`src/rtl/load_store_unit.sv`:
```
// Load/store unit: sized, sign/zero-extended loads and byte/half/word stores to a byte-addressed word memory.
// Latency: error response 1 cycle, load or word store 2 cycles, byte/half store 3 cycles (read-modify-write).
// Backpressure: one request in flight; req_ready is low until a held response is taken with rsp_ready.
module load_store_unit #(
    parameter int ADDR_WIDTH = 32,
    parameter int DATA_WIDTH = 32
) (
    input  logic                  clk,
    input  logic                  reset,
    input  logic                  req_valid,
    output logic                  req_ready,
    input  logic                  req_we,
    input  logic [1:0]            req_size,
    input  logic                  req_unsigned,
    input  logic [ADDR_WIDTH-1:0] req_addr,
    input  logic [DATA_WIDTH-1:0] req_wdata,
    output logic                  rsp_valid,
    input  logic                  rsp_ready,
    output logic [DATA_WIDTH-1:0] rsp_rdata,
    output logic                  rsp_err,
    output logic [ADDR_WIDTH-1:0] mem_addr,
    output logic                  mem_we,
    output logic [DATA_WIDTH-1:0] mem_wd,
    input  logic [DATA_WIDTH-1:0] mem_rd
);

    typedef enum logic [1:0] {
        IDLE   = 2'd0,
        ACCESS = 2'd1,
        WRITE  = 2'd2,
        RESP   = 2'd3
    } state_t;

    localparam logic [1:0] SZ_BYTE    = 2'b00;
    localparam logic [1:0] SZ_HALF    = 2'b01;
    localparam logic [1:0] SZ_WORD    = 2'b10;
    localparam logic [1:0] SZ_ILLEGAL = 2'b11;

    state_t                  state;
    logic [ADDR_WIDTH-1:0]   addr_q;
    logic                    we_q;
    logic [1:0]              size_q;
    logic                    uns_q;
    // Only the low half of the store data is needed after acceptance:
    // a word store launches its write on the acceptance edge itself.
    logic [15:0]             wdata_q;

    logic [DATA_WIDTH-1:0]   load_ext;
    logic [DATA_WIDTH-1:0]   rmw_wd;

    assign mem_addr = addr_q;

    // Extend the captured read word and merge partial store data into it.
    always_comb begin
        load_ext = mem_rd;
        rmw_wd   = mem_rd;
        case (size_q)
            SZ_BYTE: begin
                load_ext = uns_q ? {24'd0, mem_rd[7:0]} : {{24{mem_rd[7]}}, mem_rd[7:0]};
                rmw_wd   = {mem_rd[31:8], wdata_q[7:0]};
            end
            SZ_HALF: begin
                load_ext = uns_q ? {16'd0, mem_rd[15:0]} : {{16{mem_rd[15]}}, mem_rd[15:0]};
                rmw_wd   = {mem_rd[31:16], wdata_q[15:0]};
            end
            default: begin
                load_ext = mem_rd;
                rmw_wd   = mem_rd;
            end
        endcase
    end

    // Request/response FSM with registered handshake and memory outputs.
    always_ff @(posedge clk) begin
        if (reset) begin
            state     <= IDLE;
            req_ready <= 1'b1;
            rsp_valid <= 1'b0;
            rsp_err   <= 1'b0;
            rsp_rdata <= '0;
            mem_we    <= 1'b0;
            mem_wd    <= '0;
            addr_q    <= '0;
            we_q      <= 1'b0;
            size_q    <= 2'b00;
            uns_q     <= 1'b0;
            wdata_q   <= '0;
        end else begin
            // Write enable is a single-cycle pulse unless re-armed below.
            mem_we <= 1'b0;
            case (state)
                IDLE: begin
                    if (req_valid && req_ready) begin
                        addr_q    <= req_addr;
                        we_q      <= req_we;
                        size_q    <= req_size;
                        uns_q     <= req_unsigned;
                        wdata_q   <= req_wdata[15:0];
                        req_ready <= 1'b0;
                        rsp_rdata <= '0;
                        rsp_err   <= 1'b0;
                        if (req_size == SZ_ILLEGAL) begin
                            rsp_err   <= 1'b1;
                            rsp_valid <= 1'b1;
                            state     <= RESP;
                        end else begin
                            state <= ACCESS;
                            // Word store needs no read: write during ACCESS.
                            if (req_we && req_size == SZ_WORD) begin
                                mem_we <= 1'b1;
                                mem_wd <= req_wdata;
                            end
                        end
                    end
                end
                ACCESS: begin
                    if (!we_q) begin
                        rsp_rdata <= load_ext;
                        rsp_valid <= 1'b1;
                        state     <= RESP;
                    end else if (size_q == SZ_WORD) begin
                        rsp_valid <= 1'b1;
                        state     <= RESP;
                    end else begin
                        // Partial store: keep untouched bytes from the read word.
                        mem_wd <= rmw_wd;
                        mem_we <= 1'b1;
                        state  <= WRITE;
                    end
                end
                WRITE: begin
                    rsp_valid <= 1'b1;
                    state     <= RESP;
                end
                RESP: begin
                    if (rsp_ready) begin
                        rsp_valid <= 1'b0;
                        req_ready <= 1'b1;
                        state     <= IDLE;
                    end
                end
                default: begin
                    state <= IDLE;
                end
            endcase
        end
    end

endmodule

```
`config.mk`:
```
export PLATFORM = sky130hd
export DESIGN_NAME = load_store_unit
export DESIGN_NICKNAME = d
export VERILOG_FILES = /design/src/rtl/load_store_unit.sv
export SDC_FILE = /design/constraint.sdc
export NUM_CORES = 1
export LEC_CHECK = 0
export ABC_AREA = 1
export BUFFER_PORTS_ARGS = -buffer_cell sky130_fd_sc_hd__buf_4
export CAP_MARGIN = 0
export CORE_MARGIN = 2
export CORE_UTILIZATION = 50
export CTS_CLUSTER_SIZE = 8
export DETAILED_ROUTE_END_ITERATION = 8
export GPL_ROUTABILITY_DRIVEN = 0
export PLACE_DENSITY = 0.8
export SLEW_MARGIN = 10
export SYNTH_ARGS = -nofsm -noshare
export SYNTH_HDL_FRONTEND = slang
export SYNTH_SLANG_ARGS = --single-unit
export TNS_END_PERCENT = 10
```
`constraint.sdc`:
```
create_clock -name clk -period 2.6 [get_ports clk]
set_clock_uncertainty 0.2 [all_clocks]
set_input_delay 0.26 -clock clk [delete_from_list [all_inputs] [get_ports clk]]
set_output_delay 0.26 -clock clk [all_outputs]
set_load 0.02 [all_outputs]
```
-- Word level (Yosys, flattened, before mapping)
Index checks and enable logic that the tools add are counted.
- eq/ne operators: 16
- multiplexer cells: 35
- reductions and logical operators: 12
- operators with widths (kind ; number):
    32-bit 2-to-1 mux ; 9
    32-bit case mux with 2 select lines ; 3
    16-bit case mux with 2 select lines ; 1
    2-bit != test (second input constant) ; 8
    1-bit 2-to-1 mux ; 15
    2-bit equality test (second input constant) ; 5
    2-bit case mux with 4 select lines ; 1
    2-bit 2-to-1 mux ; 3
    3-bit AND reduction ; 2
    6-bit AND reduction ; 1
    2-bit by 1-bit equality test with 1-bit output (second input constant) ; 2
    2-bit zero test ; 2
    1-bit case mux with 2 select lines ; 2
    1-bit case mux with 4 select lines ; 1
    2-bit AND reduction ; 2
    4-bit AND reduction ; 1
    2-bit nonzero test ; 2
    3-bit != test (second input constant) ; 1
    1-bit logical AND ; 2
- register bits after elaboration: 122
- output and inout port bits: 100
- word-level logic and storage cells: 75

-- Logic depth before layout (Yosys ltp)
Gate-level depths: netlist of the first run.
- word-level depth: 6
- mapped depth: 11
- gate-level depth less buffers: 10

-- Worst setup path before layout of the first run
OpenSTA, ideal clock, no wires.
- path kind: register to register
- start point: reg state[0]
- end point: reg mem_wd[0]
- data arrival time: 1524 ps
- setup slack: 763 ps
- stages on the path, launching flop included: 10
- buffers on the path: 3
- path through: dfxtp_1 > inv_1 > ha_1 > buf_4 > a21oi_4 > nand3_2 > buf_6 > buf_2 > nor2_1 > nor2_1
- longest elaborated chain between the ends: 3
- ends and longest elaborated chain (element ; RTL line ; text):
    start, declared ; 39 ; state_t state;
    start signal, assigned ; 76 ; state <= IDLE;
    start signal, assigned ; 105 ; state <= RESP;
    start signal, assigned ; 107 ; state <= ACCESS;
    2-bit by 1-bit equality test with 1-bit output or 2-bit zero test (tied branches) ; 91 ; case (state)
    2-bit != test (no source line) or 2-bit nonzero test (tied branches) ; -- ;
    6-bit AND reduction (no source line) ; -- ;
    end signal, assigned ; 111 ; mem_wd <= req_wdata;
    end signal, assigned ; 126 ; mem_wd <= rmw_wd;
    end, declared ; 23 ; output logic [DATA_WIDTH-1:0] mem_wd,
Several ways; a longest one is shown, not always the timed one.
A chain may end at the register's enable or synchronous reset.

-- Worst setup path in the final report of the first run
- start point: reg state[0]
- end point: reg wdata_q[1]
- longest elaborated chain between the ends: 2
- ends and longest elaborated chain (element ; RTL line ; text):
    2-bit zero test ; 91 ;
    2-bit AND reduction (no source line) ; -- ;
    end signal, assigned ; 98 ; wdata_q <= req_wdata[15:0];
    end, declared ; 46 ; logic [15:0] wdata_q;
No other way between the ends.

==> reports/results.txt, run 1 <==
status: completed
reg-to-reg slack, setup: 0.21 ns
worst-margin pin slew: 0.4642 ns
final worst hold slack: 0.005474 ns
combined global-route utilization of all metal layers: 30.46%
amount of wire on met3 after detailed routing: 1373 um
Area growth, synth to finish: 55.16%
top cell type's share of synthesized area: 43.44%
total leakage power: 4.333 nW
crit-path cells: inv_1, ha_2, nand3_2, buf_4, nand2_1, a21oi_1, dlygate4sd3_1
Pre-antenna DRT Iters: 5
setup repair after global routing missed its margin: false
uppermost signal routing layer after detailed routing: met4
library cell contributing the largest single delay on the critical path: sky130_fd_sc_hd__dlygate4sd3_1
Startpoint Class: register
power density relative to cell area: 1064 nW/um^2
library cell with the largest summed area after synthesis: sky130_fd_sc_hd__dfxtp_1
final routed wire length divided by cell count: 14.13 um
via count: 6444
commonest cells after routing, fill and taps aside: sky130_fd_sc_hd__nand2_1, sky130_fd_sc_hd__buf_4, sky130_fd_sc_hd__dfxtp_1
number of slew-limit violations in the final report: 0
number of DRC markers after the initial detailed-route iteration: 564
portion of total power attributed to combinational logic: 45.7%
top cell family by delay on the critical path: buffers and inverters
CTS max path bufs: 2
Final Instance Count excl. Fillers: 1298
met1 WL: 7696 um
power after layout: 9.279 mW
num rows: 38
cell area after synthesis: 5623 um^2
maximum number of pins on one net before global-route repair: 49
Fmax: 418.3 MHz
Antenna Nets Post-Route: 0
Setup Slack @ Placement: 0.5998 ns
number of hold violations in the final report: 0
clk slew on worst S/H paths: 0.06 ns
critical path fanouts, max: 32
Antenna diodes: 0
data arrival time of the critical path: 2.65 ns
hpwl dp: 10900 um
Crit path buffers/inverters: 3
placed cell areas: 7216 um^2
clock insertion delay at the later pin of the skew report: 0.51 ns
Final Net Count: 1253
chip height: 110.0 um
Internal Power: 5.413 mW
Initial Utilization: 51.64%
number of remaining DRC errors: 0
design area: 8725 um^2
count of H-tree levels built during CTS: 4
Post-Place Cells: 1176
share of power burned in registers: 28.4%
fraction of power consumed by the clock network: 25.8%
CP Capture Type: register
clock root buffer: sky130_fd_sc_hd__clkbuf_8
Peak supply drop: 649.7 uV
area of the die: 12110 um^2
fraction of final layout cells with drive strength greater than 1: 22.54%
per-instance average area after synthesis: 6.471 um^2
total negative slack for setup checks: 0 ns
number of primary I/O pins: 204
Gate Count Post-Synth: 869
Post-CTS Setup Repair Bufs: 0
tightest slew margin relative to the limit: 69.05%
Area contributors post-synth: sky130_fd_sc_hd__dfxtp_1, sky130_fd_sc_hd__nand2_1, sky130_fd_sc_hd__a21oi_1, sky130_fd_sc_hd__nor2_1, sky130_fd_sc_hd__inv_1
remaining global-route overflow: 0
sequential element share of the synthesized area: 43.44%
post-layout minimum cycle time: 2.391 ns
number of global-route vias before repair: 6196
Final Core Density: 80.13%
CTS buffer count: 17
detail-routed via count per cell: 4.965
final worst path period share: 91.94%
switching pwr: 3.867 mW
largest stage delay on the critical path: 0.57 ns
WS Path Type: reg2reg
final number of setup-violating endpoints: 0
detailed-route wire length: 18340 um
first-pass GRT wire length: 28820 um
Yosys Warn Count: 0
fraction of power spent switching nets: 41.67%
commonest non-fill, non-tap cell in the layout: sky130_fd_sc_hd__nand2_1
max-capacitance violation count: 0
clock tree from TritonCTS: done
number of antenna violations at the first check in global routing: 0
filler cell count: 749
synthesized flop and latch total: 122
Sinks on Clock Net: 122
required time worst endpoint: 2.86 ns
Unique masters post-synth: 21
net count of the mapped netlist: 977
Die Span X: 110.0 um
met2 WL post-DR: 8579 um
Hold Path Class: in2reg
core outline area: 10890 um^2
PnR worst setup slack: 0.2095 ns
IO Port Bufs: 203
## worst register-to-register path, stage by stage (launching register included)
cell	delay [ns]
sky130_fd_sc_hd__dfxtp_1	0.41
sky130_fd_sc_hd__inv_1	0.10
sky130_fd_sc_hd__ha_2	0.26
sky130_fd_sc_hd__nand3_2	0.12
sky130_fd_sc_hd__buf_4	0.32
sky130_fd_sc_hd__nand2_1	0.16
sky130_fd_sc_hd__a21oi_1	0.20
sky130_fd_sc_hd__dlygate4sd3_1	0.57
## layout make-up
| cell class | instances | area, um^2 | share of cell area [%] |
|---|---|---|---|
| multi-input combinational | 582 | 2516 | 28.84 |
| inverter | 112 | 420.4 | 4.819 |
| timing repair buffer | 310 | 2565 | 29.40 |
| tap | 140 | 175.2 | 2.008 |
| clock inverter | 14 | 187.7 | 2.151 |
| clock buffer | 18 | 417.9 | 4.790 |
| sequential | 122 | 2442 | 27.99 |
## cell usage after synthesis
cell type	n
sky130_fd_sc_hd__a21oi_1	88
sky130_fd_sc_hd__a21oi_4	1
sky130_fd_sc_hd__buf_1	1
sky130_fd_sc_hd__buf_2	14
sky130_fd_sc_hd__buf_4	4
sky130_fd_sc_hd__buf_6	3
sky130_fd_sc_hd__clkbuf_1	31
sky130_fd_sc_hd__clkinv_1	2
sky130_fd_sc_hd__dfxtp_1	122
sky130_fd_sc_hd__ha_1	4
sky130_fd_sc_hd__inv_1	108
sky130_fd_sc_hd__inv_2	2
sky130_fd_sc_hd__nand2_1	283
sky130_fd_sc_hd__nand3_1	20
sky130_fd_sc_hd__nand3_2	2
sky130_fd_sc_hd__nand4_1	16
sky130_fd_sc_hd__nor2_1	109
sky130_fd_sc_hd__nor2_2	1
sky130_fd_sc_hd__nor2_4	1
sky130_fd_sc_hd__o21a_1	2
sky130_fd_sc_hd__o21ai_0	55
## power by group through the flow
stage	sequential, mW	combinational (mW)	clock, mW
floorplan	3.06	2.31	0
global placement	2.65	3.93	0
detailed placement	2.66	3.95	0
CTS	2.62	4.16	2.41
global route	2.69	4.71	2.51
finish	2.64	4.24	2.40
## flip-flops by register name, indices dropped and copies added (netlist names)
signal / count
size_q: 2
we_q: 1
req_ready: 1
wdata_q: 16
rsp_rdata: 32
rsp_err: 1
mem_we: 1
mem_addr: 32
state: 2
mem_wd: 32
uns_q: 1
rsp_valid: 1
## cells by family after synthesis
logic type                 count (synthesis)  share of synthesized area (%)
AOI/OAI and AO/OA                        146                          13.28
DFF                                      122                          43.44
adders and majority gates                  4                         0.8901
and+or+nand+nor                          432                          30.40
buffers and inverters                    165                          11.99
## layer usage
| layer | global-route usage, % | vias up |
|---|---|---|
| li1 | - | 3231 |
| met1 | 38.80 | 2843 |
| met2 | 48.47 | 309 |
| met3 | 6.937 | 61 |
| met4 | 15.19 | 0 |
| met5 | 0 | - |
## final timing paths
path | startpoint | end | cells after the start
min reg2reg | wdata_q[12] | wdata_q[12] | 2
max | state[0] | wdata_q[1] | 7
max reg2reg | state[0] | wdata_q[1] | 7
min | mem_rd[30] | mem_wd[30] | 7
## timing repair
action | 4_1_cts | 5_1_grt
hold buffers | 90 | 0
endpoints found under the hold margin | 100 | 0
setup endpoints to repair | 0 | 1
gates resized for setup | 0 | 1
No activity file was read; power rests on OpenSTA's default activity.
==> run 2: changes to the inputs <==
--- a/config.mk
+++ b/config.mk
@@ -9,11 +9,12 @@
 export BUFFER_PORTS_ARGS = -buffer_cell sky130_fd_sc_hd__buf_4
 export CAP_MARGIN = 0
 export CORE_MARGIN = 2
-export CORE_UTILIZATION = 50
+export CORE_UTILIZATION = 51
+export CTS_BUF_LIST = sky130_fd_sc_hd__clkbuf_2
 export CTS_CLUSTER_SIZE = 8
 export DETAILED_ROUTE_END_ITERATION = 8
 export GPL_ROUTABILITY_DRIVEN = 0
-export PLACE_DENSITY = 0.8
+export PLACE_DENSITY = 0.81
 export SLEW_MARGIN = 10
 export SYNTH_ARGS = -nofsm -noshare
 export SYNTH_HDL_FRONTEND = slang
==> run 2 against run 1 <==
- total power decreased by 10%
- critical path depth increased by 2
- fmax decreased by 1.2%
- count of clock-buffer cells in the layout decreased by 1
- sequential power about the same
- clock power decreased by 47%
- first-iteration DRC count increased by 8.5%
- core utilization decreased by 0.42 points
- die area decreased by 1.9%
- cell area decreased by 1.4%
- routed wire length increased by 6.2%
- largest power group unchanged
- highest routed layer unchanged
==> reports/results.txt, run 2 (synthesis results as in run 1) <==
status: completed
number of slew-limit violations in the final report: 0 (unchanged)
detailed-route wire length: 19470 um (+6.2%)
post-layout minimum cycle time: 2.420 ns (+0.02961 ns)
required time worst endpoint: 2.97 ns (+0.11 ns)
final routed wire length divided by cell count: 14.77 um (+4.6%)
number of hold violations in the final report: 0 (unchanged)
number of remaining DRC errors: 0 (unchanged)
Post-CTS Setup Repair Bufs: 0 (unchanged)
portion of total power attributed to combinational logic: 52.9% (+7.2 points)
clock tree from TritonCTS: done
endpoint of the worst setup timing path: mem_wd[18]
power density relative to cell area: 965.9 nW/um^2 (-9.2%)
Final Instance Count excl. Fillers: 1318 (+1.5%)
Post-Place Cells: 1172 (-0.34%)
Peak supply drop: 617.5 uV (-4.9%)
Area growth, synth to finish: 53.00%
fraction of power spent switching nets: 46.09% (+4.4 points)
core outline area: 10790 um^2 (-0.87%)
Hold Path Class: in2reg
cell count of the worst reg-to-reg path: 9 (+2)
Die Span X: 109 um (-0.95%)
total leakage power: 4.219 nW (-2.6%)
CTS buffer count: 17 (unchanged)
count of H-tree levels built during CTS: 4 (unchanged)
commonest cells after routing, fill and taps aside: sky130_fd_sc_hd__nand2_1, sky130_fd_sc_hd__buf_4, sky130_fd_sc_hd__dfxtp_1
fraction of power consumed by the clock network: 15.4% (-10 points)
Reg area: 2442 um^2 (unchanged)
clk slew on worst S/H paths: 0.23 ns (+0.17 ns)
tightest slew margin relative to the limit: 37.07% (-32 points)
combined global-route utilization of all metal layers: 32.99% (+2.5 points)
remaining global-route overflow: 0 (unchanged)
clock insertion delay at the later pin of the skew report: 0.64 ns (+0.13 ns)
maximum number of pins on one net before global-route repair: 77 (+57%)
start point of the critical path: state[1]
chip height: 109 um (-0.95%)
number of global-route vias before repair: 6415 (+3.5%)
worst hold path cell count: 3 (-4)
Sinks on Clock Net: 122 (unchanged)
fraction of final layout cells with drive strength greater than 1: 21.84% (-0.70 points)
commonest non-fill, non-tap cell in the layout: sky130_fd_sc_hd__nand2_1
reg-to-reg slack, setup: 0.18 ns (-0.03 ns)
max-capacitance violation count: 0 (unchanged)
detail-routed via count per cell: 5.107 (+2.9%)
Setup Slack @ Placement: 0.5075 ns (-0.09232 ns)
worst-margin pin slew: 0.9381 ns (+0.4739 ns)
Fmax: 413.2 MHz (-1.2%)
number of DRC markers after the initial detailed-route iteration: 612 (+8.5%)
Internal Power: 4.480 mW (-17%)
Reg2Reg Launch Point: state[1]
area of the die: 11880 um^2 (-1.9%)
number of antenna violations at the first check in global routing: 1 (+1)
clock root buffer: sky130_fd_sc_hd__clkbuf_2
IO Port Bufs: 203 (unchanged)
power after layout: 8.310 mW (-10%)
Antenna Nets Post-Route: 0 (unchanged)
endpoint of the worst-slack reg-to-reg timing path: mem_wd[18]
PnR worst setup slack: 0.1799 ns (-0.02961 ns)
hpwl dp: 10800 um (-0.94%)
share of power burned in registers: 31.8% (+3.4 points)
Initial Utilization: 52.10% (+0.46 points)
WS Path Type: reg2reg
first-pass GRT wire length: 30770 um (+6.8%)
filler cell count: 748 (-0.13%)
critical path fanouts, max: 53 (+66%)
switching pwr: 3.830 mW (-0.95%)
launch instance of the worst min-delay path: reset
via count: 6731 (+4.5%)
area of combinational cells with multiple inputs: 2524 um^2 (+0.30%)
number of primary I/O pins: 204 (unchanged)
CTS max path bufs: 2 (unchanged)
Pre-antenna DRT Iters: 6 (+1)
final number of setup-violating endpoints: 0 (unchanged)
num rows: 38 (unchanged)
final worst path period share: 93.08% (+1.1 points)
Startpoint Class: register
CP Capture Type: register
data arrival time of the critical path: 2.79 ns (+0.14 ns)
Final Net Count: 1272 (+1.5%)
[run 2: changes by cell type in the layout (fill, tap and decap cells not counted), sizes merged]
cell	previous run	this run
buf	220	216
bufinv	3	2
clkbuf	18	17
clkinvlp	1	3
diode	0	1
dlygate4sd3	90	113
[run 2: what timing repair did]
| item | CTS | global route |
|---|---|---|
| hold buffers | 113 | 0 |
| resized for setup | 0 | 5 |
| endpoints found under the setup margin | 0 | 16 |
| endpoints found under the hold margin | 122 | 0 |
[run 2: final cells by class]
type / count / share of cell area (%)
flip-flops and latches: 122 / 28.39
well taps: 140 / 2.036
clock buffers: 17 / 0.9889
inverters: 112 / 4.930
repair buffers: 329 / 32.37
diodes: 1 / 0.02909
multi-input cells: 582 / 29.33
clock inverters: 15 / 1.920
[run 2: worst max-delay path: stages (launching register included)]
cell and delay (ns):
sky130_fd_sc_hd__dfxtp_1 0.35, sky130_fd_sc_hd__inv_1 0.16, sky130_fd_sc_hd__ha_4 0.28, sky130_fd_sc_hd__buf_8 0.29, sky130_fd_sc_hd__nor2_1 0.09, sky130_fd_sc_hd__nor2_1 0.13
sky130_fd_sc_hd__dlygate4sd3_1 0.59, sky130_fd_sc_hd__nand4_1 0.11, sky130_fd_sc_hd__nand2_1 0.09, sky130_fd_sc_hd__nor2_1 0.05
[run 2: per-stage QoR]
stage	util, %	hold WS (ns)	instance area [um^2]	TNS (ns)
floorplan	-	0.2028	5623	0
global placement	66.69	0.2415	7198	0
detailed placement	66.69	0.2444	7198	0
CTS	79.49	0.05915	8579	0
global route	79.71	0.09060	8603	-0.007049
finish	79.71	0.08804	8603	0
[run 2: layer usage]
metal	routed length [um]	up-vias	track usage, %
met4	873	0	16.21
li1	-	3265	-
met3	1805	89	8.368
met5	0	-	0
met2	9094	405	53.90
met1	7700	2972	40.35
[run 2: worst min path at each step]
stage               endpoint
6_report         mem_addr[2]
4_1_cts        rsp_rdata[17]
5_1_grt         mem_addr[17]
3_5_place_dp     wdata_q[12]
2_1_floorplan   rsp_rdata[0]
3_3_place_gp     wdata_q[15]
[run 2: power groups by stage]
| stage | combinational (mW) | sequential (mW) | clock (mW) |
|---|---|---|---|
| 5_1_grt | 4.85 | 2.68 | 1.36 |
| 3_3_place_gp | 3.90 | 2.64 | 0 |
| 3_5_place_dp | 3.92 | 2.66 | 0 |
| 6_report | 4.39 | 2.64 | 1.28 |
| 2_1_floorplan | 2.31 | 3.06 | 0 |
| 4_1_cts | 4.22 | 2.62 | 1.27 |
